==> src/rtl/csi_raw_unpacker.sv <==
// CSI-2 RAW8/RAW10/RAW12 byte-stream unpacker: buffers lane bytes and emits
// groups of four MSB-aligned pixels through a valid/ready handshake.
module csi_raw_unpacker #(
    parameter int unsigned NUM_LANES   = 2,
    parameter int unsigned PIXEL_WIDTH = 12,
    parameter int unsigned DEPTH       = 16
) (
    input  logic                       clk,
    input  logic                       reset_n,
    input  logic [8*NUM_LANES-1:0]     image_data,
    input  logic                       image_data_enable,
    input  logic [5:0]                 image_data_type,
    input  logic                       frame_start,
    output logic [4*PIXEL_WIDTH-1:0]   pixels,
    output logic                       pixels_valid,
    input  logic                       pixels_ready,
    output logic                       frame_start_out,
    output logic                       overflow,
    output logic                       unsupported
);
    localparam int unsigned CW = $clog2(DEPTH + 1);
    localparam int unsigned OW = 4 * PIXEL_WIDTH;

    if (DEPTH < NUM_LANES + 6) begin : g_depth_chk
        $error("csi_raw_unpacker: DEPTH must be >= NUM_LANES+6");
    end
    if (NUM_LANES != 1 && NUM_LANES != 2 && NUM_LANES != 4) begin : g_lane_chk
        $error("csi_raw_unpacker: NUM_LANES must be 1, 2 or 4");
    end

    typedef enum logic [2:0] {M_NONE, M_RAW8, M_RAW10, M_RAW12, M_BAD} mode_e;

    function automatic mode_e decode(input logic [5:0] dt);
        case (dt)
            6'h2A:   return M_RAW8;
            6'h2B:   return M_RAW10;
            6'h2C:   return M_RAW12;
            default: return M_BAD;
        endcase
    endfunction

    function automatic int grp_bytes(input mode_e m);
        case (m)
            M_RAW8:  return 4;
            M_RAW10: return 5;
            M_RAW12: return 6;
            default: return 0;
        endcase
    endfunction

    logic [7:0]    buf_q [DEPTH];
    logic [7:0]    buf_d [DEPTH];
    logic [7:0]    shifted [DEPTH];
    logic [CW-1:0] cnt_q, cnt_d;
    mode_e         mode_q, mode_d, mode_eff;
    logic [OW-1:0] pixels_q, pixels_d;
    logic          valid_q, valid_d;
    logic          fso_q, ovf_q, ovf_d, unsup_q, unsup_d;
    logic          pop, push;
    int            g_pop, cnt_pop;
    logic [15:0]   src [4];

    // Buffer update, mode latch and next output group from post-update state
    always_comb begin
        buf_d    = buf_q;
        cnt_d    = cnt_q;
        mode_d   = mode_q;
        ovf_d    = ovf_q;
        unsup_d  = unsup_q;
        pixels_d = pixels_q;
        valid_d  = 1'b0;
        for (int k = 0; k < 4; k++) src[k] = '0;

        mode_eff = mode_q;
        if (mode_q == M_NONE && image_data_enable) mode_eff = decode(image_data_type);
        pop     = valid_q && pixels_ready;
        g_pop   = pop ? grp_bytes(mode_q) : 0;
        cnt_pop = int'(cnt_q) - g_pop;
        push    = image_data_enable && (mode_eff != M_BAD);

        for (int j = 0; j < int'(DEPTH); j++) begin
            shifted[j] = (g_pop == 0) ? buf_q[j] : 8'h00;
            for (int g = 4; g <= 6; g++) begin
                if (g_pop == g && j + g < int'(DEPTH)) shifted[j] = buf_q[(j + g) % int'(DEPTH)];
            end
        end

        if (frame_start) begin
            mode_d  = M_NONE;
            cnt_d   = '0;
            ovf_d   = 1'b0;
            unsup_d = 1'b0;
        end else begin
            mode_d  = mode_eff;
            unsup_d = unsup_q | (mode_eff == M_BAD);
            buf_d   = shifted;
            cnt_d   = CW'(cnt_pop);
            if (push) begin
                if (cnt_pop + int'(NUM_LANES) <= int'(DEPTH)) begin
                    // Whole beat lands after the surviving bytes
                    for (int j = 0; j < int'(DEPTH); j++) begin
                        for (int i = 0; i < int'(NUM_LANES); i++) begin
                            if (j == cnt_pop + i) buf_d[j] = image_data[i*8 +: 8];
                        end
                    end
                    cnt_d = CW'(cnt_pop + int'(NUM_LANES));
                end else begin
                    ovf_d = 1'b1;
                end
            end
        end

        // Each source pixel left-aligned in 16 bits, then top PIXEL_WIDTH bits taken
        for (int k = 0; k < 4; k++) begin
            case (mode_d)
                M_RAW8:  src[k] = {buf_d[k], 8'h00};
                M_RAW10: src[k] = {buf_d[k], buf_d[4][2*k +: 2], 6'h00};
                default: src[k] = 16'h0000;
            endcase
        end
        if (mode_d == M_RAW12) begin
            src[0] = {buf_d[0], buf_d[2][3:0], 4'h0};
            src[1] = {buf_d[1], buf_d[2][7:4], 4'h0};
            src[2] = {buf_d[3], buf_d[5][3:0], 4'h0};
            src[3] = {buf_d[4], buf_d[5][7:4], 4'h0};
        end

        valid_d = (mode_d == M_RAW8 || mode_d == M_RAW10 || mode_d == M_RAW12)
                  && (int'(cnt_d) >= grp_bytes(mode_d));
        if (valid_d) begin
            for (int k = 0; k < 4; k++) pixels_d[k*PIXEL_WIDTH +: PIXEL_WIDTH] = src[k][15 -: PIXEL_WIDTH];
        end
    end

    always_ff @(posedge clk or negedge reset_n) begin
        if (!reset_n) begin
            for (int j = 0; j < int'(DEPTH); j++) buf_q[j] <= 8'h00;
            cnt_q    <= '0;
            mode_q   <= M_NONE;
            pixels_q <= '0;
            valid_q  <= 1'b0;
            fso_q    <= 1'b0;
            ovf_q    <= 1'b0;
            unsup_q  <= 1'b0;
        end else begin
            buf_q    <= buf_d;
            cnt_q    <= cnt_d;
            mode_q   <= mode_d;
            pixels_q <= pixels_d;
            valid_q  <= valid_d;
            fso_q    <= frame_start;
            ovf_q    <= ovf_d;
            unsup_q  <= unsup_d;
        end
    end

    assign pixels          = pixels_q;
    assign pixels_valid    = valid_q;
    assign frame_start_out = fso_q;
    assign overflow        = ovf_q;
    assign unsupported     = unsup_q;
endmodule

==> config.mk <==
export PLATFORM = sky130hd
export DESIGN_NAME = csi_raw_unpacker
export DESIGN_NICKNAME = d
export VERILOG_FILES = /design/src/rtl/csi_raw_unpacker.sv
export SDC_FILE = /design/constraint.sdc
export NUM_CORES = 1
export LEC_CHECK = 0
export CORE_ASPECT_RATIO = 0.5
export CORE_MARGIN = 2
export CORE_UTILIZATION = 60
export DETAILED_ROUTE_END_ITERATION = 6
export PLACE_DENSITY_LB_ADDON = 0.25
export SLEW_MARGIN = 20
export SYNTH_ARGS = -nofsm -noshare
export SYNTH_HDL_FRONTEND = slang
export SYNTH_SLANG_ARGS = --single-unit
==> constraint.sdc <==
create_clock -name clk -period 7.7 [get_ports clk]
set_input_delay 1.925 -clock clk [delete_from_list [all_inputs] [get_ports clk]]
set_output_delay 1.925 -clock clk [all_outputs]
set_load 0.01 [all_outputs]
==> key figures, run 1 <==
Pwr
  – Leakage dissipation: 6.242 nW
  – Reg power frac: 40.0%
  – Int Power: 1.973 mW
  – Switching share of total power: 38.15%
  – Clock power share: 28.4%
  – Psw: 1.217 mW
  – VDD IR max: 0.0001562 V
  – Pwr Total: 3.190 mW
  – Combinational power share: 31.6%
  – Power per cell area: 200.9 nW/um^2

Global routing
  – GR Util All Layers: 48.58%
  – Total grt overflow: 0
  – Antenna violations before repair: 1
  – Largest net degree at the start of global routing: 110
  – First-pass GRT wire length: 91.02 mm
  – Vias in the first global route: 13830

Layout
  – Fill cells: 1791
  – Fraction of layout cells with a size suffix above 1: 13.09%
  – Layout area overhead: 10.46%
  – Non-filler cells in the finished layout: 1974
  – Fin util: 68.52%
  – Fin area: 15880 um^2
  – Fin nets: 1687

Logic synthesis
  – Cells after Synth: 1665
  – Post-synth ARST share: 100.0%
  – Sequential fraction of the synthesis area: 32.72%
  – Synthesized area per cell: 8.636 um^2
  – Synth Net Count: 1700
  – Mapped Area: 14380 um^2
  – Synth unique cells: 97
  – Register bit total from synthesis: 188
  – Number of flops mapped to enable cells by yosys: 0
  – Synth Warn #: 0
  – Prevailing post-synth register cell: dfrtp_1

CTS
  – CTS tree: yes
  – Clock Path Buffers: 2
  – Clk slew on worst S/H paths: 0.07 ns
  – Worst skew pair latency: 0.46 ns
  – Root Buffer: clkbuf_16
  – Setup bufs post-CTS: 0
  – Cts repair resizes: 0
  – H-tree depth: 4
  – Sink Count: 188
  – Cts hold-fix bufs: 0
  – CTS buffer count: 17

Run status
  – Failing checks: design-rule violations
  – Status: complete, but fails checks

Critical path
  – R2R Path Start: mode_q[0]
  – R2R Path End: pixels[7]
  – R2R Setup Slk: 1.88 ns
  – Crit path capture: pixels[7]
  – Critical path capture point type: register
  – WP data arrival: 7.31 ns
  – CP Class: in2reg
  – Max FO, Critical Path: 26
  – Crit path from: pixels_ready
  – Crit start category: input port
  – Data required, critical path: 8.03 ns
  – Worst Reg-to-Reg Cells: 21

Run
  – MaxCap Viol Count: 0

Placed design
  – Worst slack, placed: 0.3378 ns
  – Placed cell areas: 15310 um^2
  – GP Congestion: 1.086
  – Hpwl dp: 41.49 mm
  – I/O Buffers: 78
  – Placed insts: 1940

Floorplan
  – Site Rows: 39
  – Die H: 113.5 um
  – Initial Util: 62.04%
  – Die Footprint: 25290 um^2
  – Core area: 23180 um^2
  – Top Ports: 79
  – Die W: 222.9 um

Min path
  – Hold Path Depth: 1
  – Worst Hold Class: reg2reg

Detailed routing
  – DRT antenna net count: 0
  – Via count: 15140
  – DRT Wirelength: 61.38 mm
  – Wire per inst: 31.09 um
  – Drt first pass iters: 7
  – Vias per std cell: 7.670
  – # DRC: 3
  – DRT iter0 DRCs: 2968

Timing
  – Clock period minus worst slack: 6.971 ns
  – Slew margin rel.: 6.842%
  – Final setup margin: 0.7291 ns
  – Slew @ Worst Pin: 1.389 ns
  – F_max: 143.5 MHz
  – Setup_tns: 0 ns
  – Final Hold Viols: 0
  – WHS: 0.5082 ns
  – Final setup viols: 0
  – Tcrit/Tclk final: 90.53%
  – RSZ-0062 raised after global routing: no
  – Final Max Slew Viols: 0
  – Skew final: 0.01175 ns
-- power groups by stage --
stage	clock network [mW]	logic, mW	registers, mW
floorplan	0	0.612	1.23
global placement	0	0.941	1.27
detailed placement	0	0.960	1.28
CTS	0.897	0.965	1.26
global route	0.937	1.06	1.28
finish	0.906	1.01	1.28
-- state kept, by name, summed over array words and instances, names as in the netlist --
register,cells
frame_start_out,1
pixels,48
pixels_valid,1
mode_q,3
buf_q,128
overflow,1
unsupported,1
cnt_q,5
-- worst max-delay path: stages --
cell             delay [ns]
clkdlybuf4s50_1        0.46
nand3b_1               0.16
nor3_2                 0.06
ha_1                   0.27
fa_1                   0.45
xor2_1                 0.25
inv_2                  0.06
ha_1                   0.31
and4bb_2               0.35
nor4_4                 0.06
o32ai_2                0.36
a211oi_4               0.08
nor3_4                 0.23
nor2_1                 0.06
nor3_1                 0.21
ha_1                   0.19
a21o_1                 0.08
a21oi_1                0.07
nand3_1                0.14
mux2i_4                0.12
a21oi_4                0.75
buf_12                 0.28
mux2_2                 0.35
-- logic make-up after synthesis --
group	synth area share, %
compound gates	30.38
flops	32.72
simple gates	15.85
fa+ha+maj	0.7483
xor+xnor	0.5135
buf+inv	5.412
mux	14.38
-- cell type report --
cell class	count	area [um^2]	area share, %
multi-input combinational	1287	8920	56.16
antenna	2	5.005	0.03151
clock buffer	21	460.4	2.899
clock inverter	11	110.1	0.6932
inverter	27	101.3	0.6381
sequential	188	4710	29.65
tap	307	384.1	2.418
timing repair buffer	131	1192	7.507
-- worst min-delay path by stage --
stage / startpoint / endpoint / slack [ns]
3_3_place_gp: buf_q[101] / buf_q[101] / 0.48
6_report: pixels[24] / pixels[24] / 0.51
4_1_cts: buf_q[101] / buf_q[101] / 0.51
3_5_place_dp: buf_q[101] / buf_q[101] / 0.49
5_1_grt: pixels[16] / pixels[16] / 0.52
2_1_floorplan: buf_q[109] / buf_q[109] / 0.46
-- synth_stat cells, types with 6 or more instances --
cell	n	share of area, %
a2111oi_0	6	0.37
a211o_1	16	0.97
a211oi_1	10	0.52
a21o_1	33	1.7
a21oi_1	143	5.0
a221oi_1	20	1.2
a22o_1	7	0.43
a22oi_1	20	1.0
a2bb2oi_1	8	0.49
a31oi_1	16	0.70
a32oi_1	15	0.91
buf_1	31	0.81
buf_2	21	0.73
clkbuf_1	104	2.7
dfrtp_1	188	33
ha_1	7	0.61
inv_1	24	0.63
mux2_2	69	5.4
mux2_4	10	1.0
mux2i_1	108	7.5
nand2_1	134	3.5
nand2b_1	16	0.70
nand3_1	43	1.5
nand4_1	6	0.26
nor2_1	127	3.3
nor2b_1	56	2.4
nor3_1	11	0.38
o211ai_1	26	1.4
o21ai_0	125	4.4
o21ai_1	13	0.45
o221ai_1	20	1.2
o22a_1	16	0.97
o22ai_1	35	1.5
o2bb2ai_1	25	1.5
o31ai_1	14	0.73
o32a_1	9	0.63
o32ai_1	6	0.37
o41ai_1	6	0.37
or3_1	9	0.39
-- placed cells by master, fill, tap and decap left out, drive strengths merged, types with 22 or more instances in the layout --
cell type,count
a21o,34
a21oi,149
buf,54
clkbuf,22
clkdlybuf4s50,76
dfrtp,188
inv,29
mux2,83
mux2i,109
nand2,135
nand3,48
nor2,129
nor2b,56
o211ai,26
o21ai,141
o22ai,35
o2bb2ai,25
-- metal layers --
metal	vias up	wire [um]	GRT usage [%]
met4	2	2303	16.06
met2	1429	23330	64.08
met5	-	24	0
met3	263	11610	25.06
li1	6232	-	-
met1	7214	24110	67.66
Note: power is estimated with default switching activity, not from simulation.
==> run 2, diff against run 1 <==
--- a/config.mk
+++ b/config.mk
@@ -10,6 +10,7 @@
 export CORE_UTILIZATION = 60
 export DETAILED_ROUTE_END_ITERATION = 6
 export PLACE_DENSITY_LB_ADDON = 0.25
+export REMOVE_ABC_BUFFERS = 1
 export SLEW_MARGIN = 20
 export SYNTH_ARGS = -nofsm -noshare
 export SYNTH_HDL_FRONTEND = slang
==> run 2 against run 1 <==
Against the previous run:
- the flow now finishes without violations
- count of clock-buffer cells in the layout is 3 lower
- worst setup slack worse by 0.080 ns
- die area unchanged
- routed wire length is 7.2% lower
- combinational power hardly changed
- cell count decreased by 0.35%
- critical path depth stayed put
- sequential power hardly changed
- worst hold slack worse by 0.011 ns
- critical path type unchanged
- core utilization hardly changed
- total power grew 0.19%
==> key figures, run 2 (synthesis gave the netlist of run 1 again) <==
Run status
  – Status: finished, final reports clean

Critical path
  – Worst Reg-to-Reg Cells: 22
  – CP cell instances: clkdlybuf4s50_1, nand3b_1, nor3_1, ha_1, fa_1, xor2_1, inv_2, ha_1, and4bb_2, nor4_4, o32ai_2, a211o_1, nand3_2, nor2_1, nor3_1, ha_1, a21o_1, a21oi_1, nand3_1, mux2i_2, a21oi_4, buf_12, mux2_2
  – Crit start category: input port
  – Stages on worst setup path: 23
  – Critical path capture point type: register
  – Crit path capture: pixels[7]
  – WP data arrival: 7.40 ns
  – Sum of buffers and inverters on the critical path: 3
  – Max FO, Critical Path: 25
  – Top cell family by delay on the critical path: compound AO/OA/AOI/OAI gates
  – R2R Setup Slk: 1.83 ns
  – CP Class: in2reg
  – R2R Path End: pixels[7]
  – Data required, critical path: 8.05 ns
  – Worst path slowest cell: a21oi_4
  – R2R Path Start: mode_q[1]
  – Worst path most repeated cell: ha_1
  – Largest stage delay, worst path: 0.77 ns
  – Crit path from: pixels_ready

CTS
  – Cts repair resizes: 0
  – Clk slew on worst S/H paths: 0.08 ns
  – Setup bufs post-CTS: 0
  – Cts hold-fix bufs: 0
  – Root Buffer: clkbuf_16
  – H-tree depth: 4
  – Worst skew pair latency: 0.47 ns
  – CTS buffer count: 17
  – Sink Count: 188
  – CTS tree: yes
  – Clock Path Buffers: 2

Detailed routing
  – # DRC: 0
  – DRT iter0 DRCs: 2679
  – DRT Wirelength: 56.93 mm
  – Via count: 14750
  – Drt first pass iters: 7
  – Wire per inst: 28.94 um
  – Vias per std cell: 7.496
  – DRT antenna net count: 0

Layout
  – Register name with the most flops: buf_q
  – Layout area overhead: 10.43%
  – Antenna cells: 0
  – Largest register FFs: 128
  – Most frequent cells in the layout: dfrtp_1, a21oi_1, nand2_1, nor2_1, o21ai_0
  – Fraction of layout cells with a size suffix above 1: 13.01%
  – Fin nets: 1682
  – Commonest non-fill, non-tap cell in the layout: dfrtp_1

Timing
  – Final setup margin: 0.6488 ns
  – RSZ-0062 raised after global routing: no
  – Final Hold Viols: 0
  – Final Max Slew Viols: 0
  – Slew margin rel.: 20.46%
  – F_max: 141.8 MHz
  – Slew @ Worst Pin: 1.185 ns
  – Clock period minus worst slack: 7.051 ns
  – Final setup viols: 0
  – Setup_tns: 0 ns
  – Tcrit/Tclk final: 91.57%
  – Skew final: 0.009526 ns

Global routing
  – Largest net degree at the start of global routing: 207
  – First-pass GRT wire length: 85.47 mm
  – GR Util All Layers: 45.05%
  – Antenna violations before repair: 1
  – Total grt overflow: 0
  – Vias in the first global route: 13560

Floorplan
  – Top Ports: 79
  – Site Rows: 39
  – Die W: 222.9 um
  – Initial Util: 62.04%
  – Die Footprint: 25290 um^2
  – Die H: 113.5 um
  – Core area: 23180 um^2

Min path
  – Worst Hold Class: reg2reg
  – HP Start: pixels[24]

Pwr
  – Power per cell area: 201.3 nW/um^2
  – Leakage dissipation: 6.232 nW
  – VDD IR max: 0.0001637 V

Placed design
  – Worst slack, placed: 0.2505 ns
  – Hpwl dp: 38.31 mm
  – GP Congestion: 1.058
  – I/O Buffers: 78

Run
  – MaxCap Viol Count: 0
## run 2: through the flow
step	util [%]	area, um^2	std cells	power, mW	hold slack (ns)
after global placement	65.89	15270	1935	2.190	0.4685
after global routing	68.51	15880	1967	3.301	0.5205
after CTS	68.49	15870	1967	3.148	0.4966
after floorplan	-	13700	1502	1.797	0.4623
after detailed placement	65.89	15270	1935	2.215	0.4792
final	68.51	15880	1967	3.197	0.4970
## run 2: how the worst min path moves through the flow
stage                            end  slack [ns]  depth (start not counted)
after floorplan           buf_q[109]        0.46                          2
after global placement    pixels[24]        0.47                          1
after detailed placement  pixels[24]        0.48                          1
after CTS                 pixels[24]        0.50                          1
after global routing      pixels[24]        0.52                          1
final                     pixels[24]        0.50                          1
## run 2: cell type report
type / instances / area, um^2
inverter: 27 / 101.3
sequential: 188 / 4710
timing repair buffer: 126 / 1171
clock buffer: 18 / 439.2
clock inverter: 14 / 162.7
multi-input combinational: 1287 / 8911
fill: 1851 / 7300
tap: 307 / 384.1
## run 2: worst register-to-register path: cells and delay by family (launching register included)
family / cells / cell delay [ns]
AO/OA/AOI/OAI: 5 / 1.51
buffers and inverters: 3 / 0.47
AND/OR/NAND/NOR: 7 / 1.12
XOR/XNOR: 1 / 0.25
flip-flops: 1 / 0.70
multiplexers: 2 / 0.51
adder cells (fa/ha/maj): 4 / 1.22
## run 2: layer usage
metal  wire length [um]  GRT usage (%)  vias to the layer above
met4               1488          11.81                        2
met5                 69          2.087                        -
met3              10150          22.49                      176
li1                   -              -                     6234
met1              23660          64.62                     7085
met2              21550          58.88                     1248
## run 2: report_power, final
part	leakage (nW)	internal, mW	switching [mW]	total [mW]
clock network	0.287	0.495	0.451	0.946
logic	3.56	0.388	0.598	0.986
registers	2.39	1.11	0.153	1.26
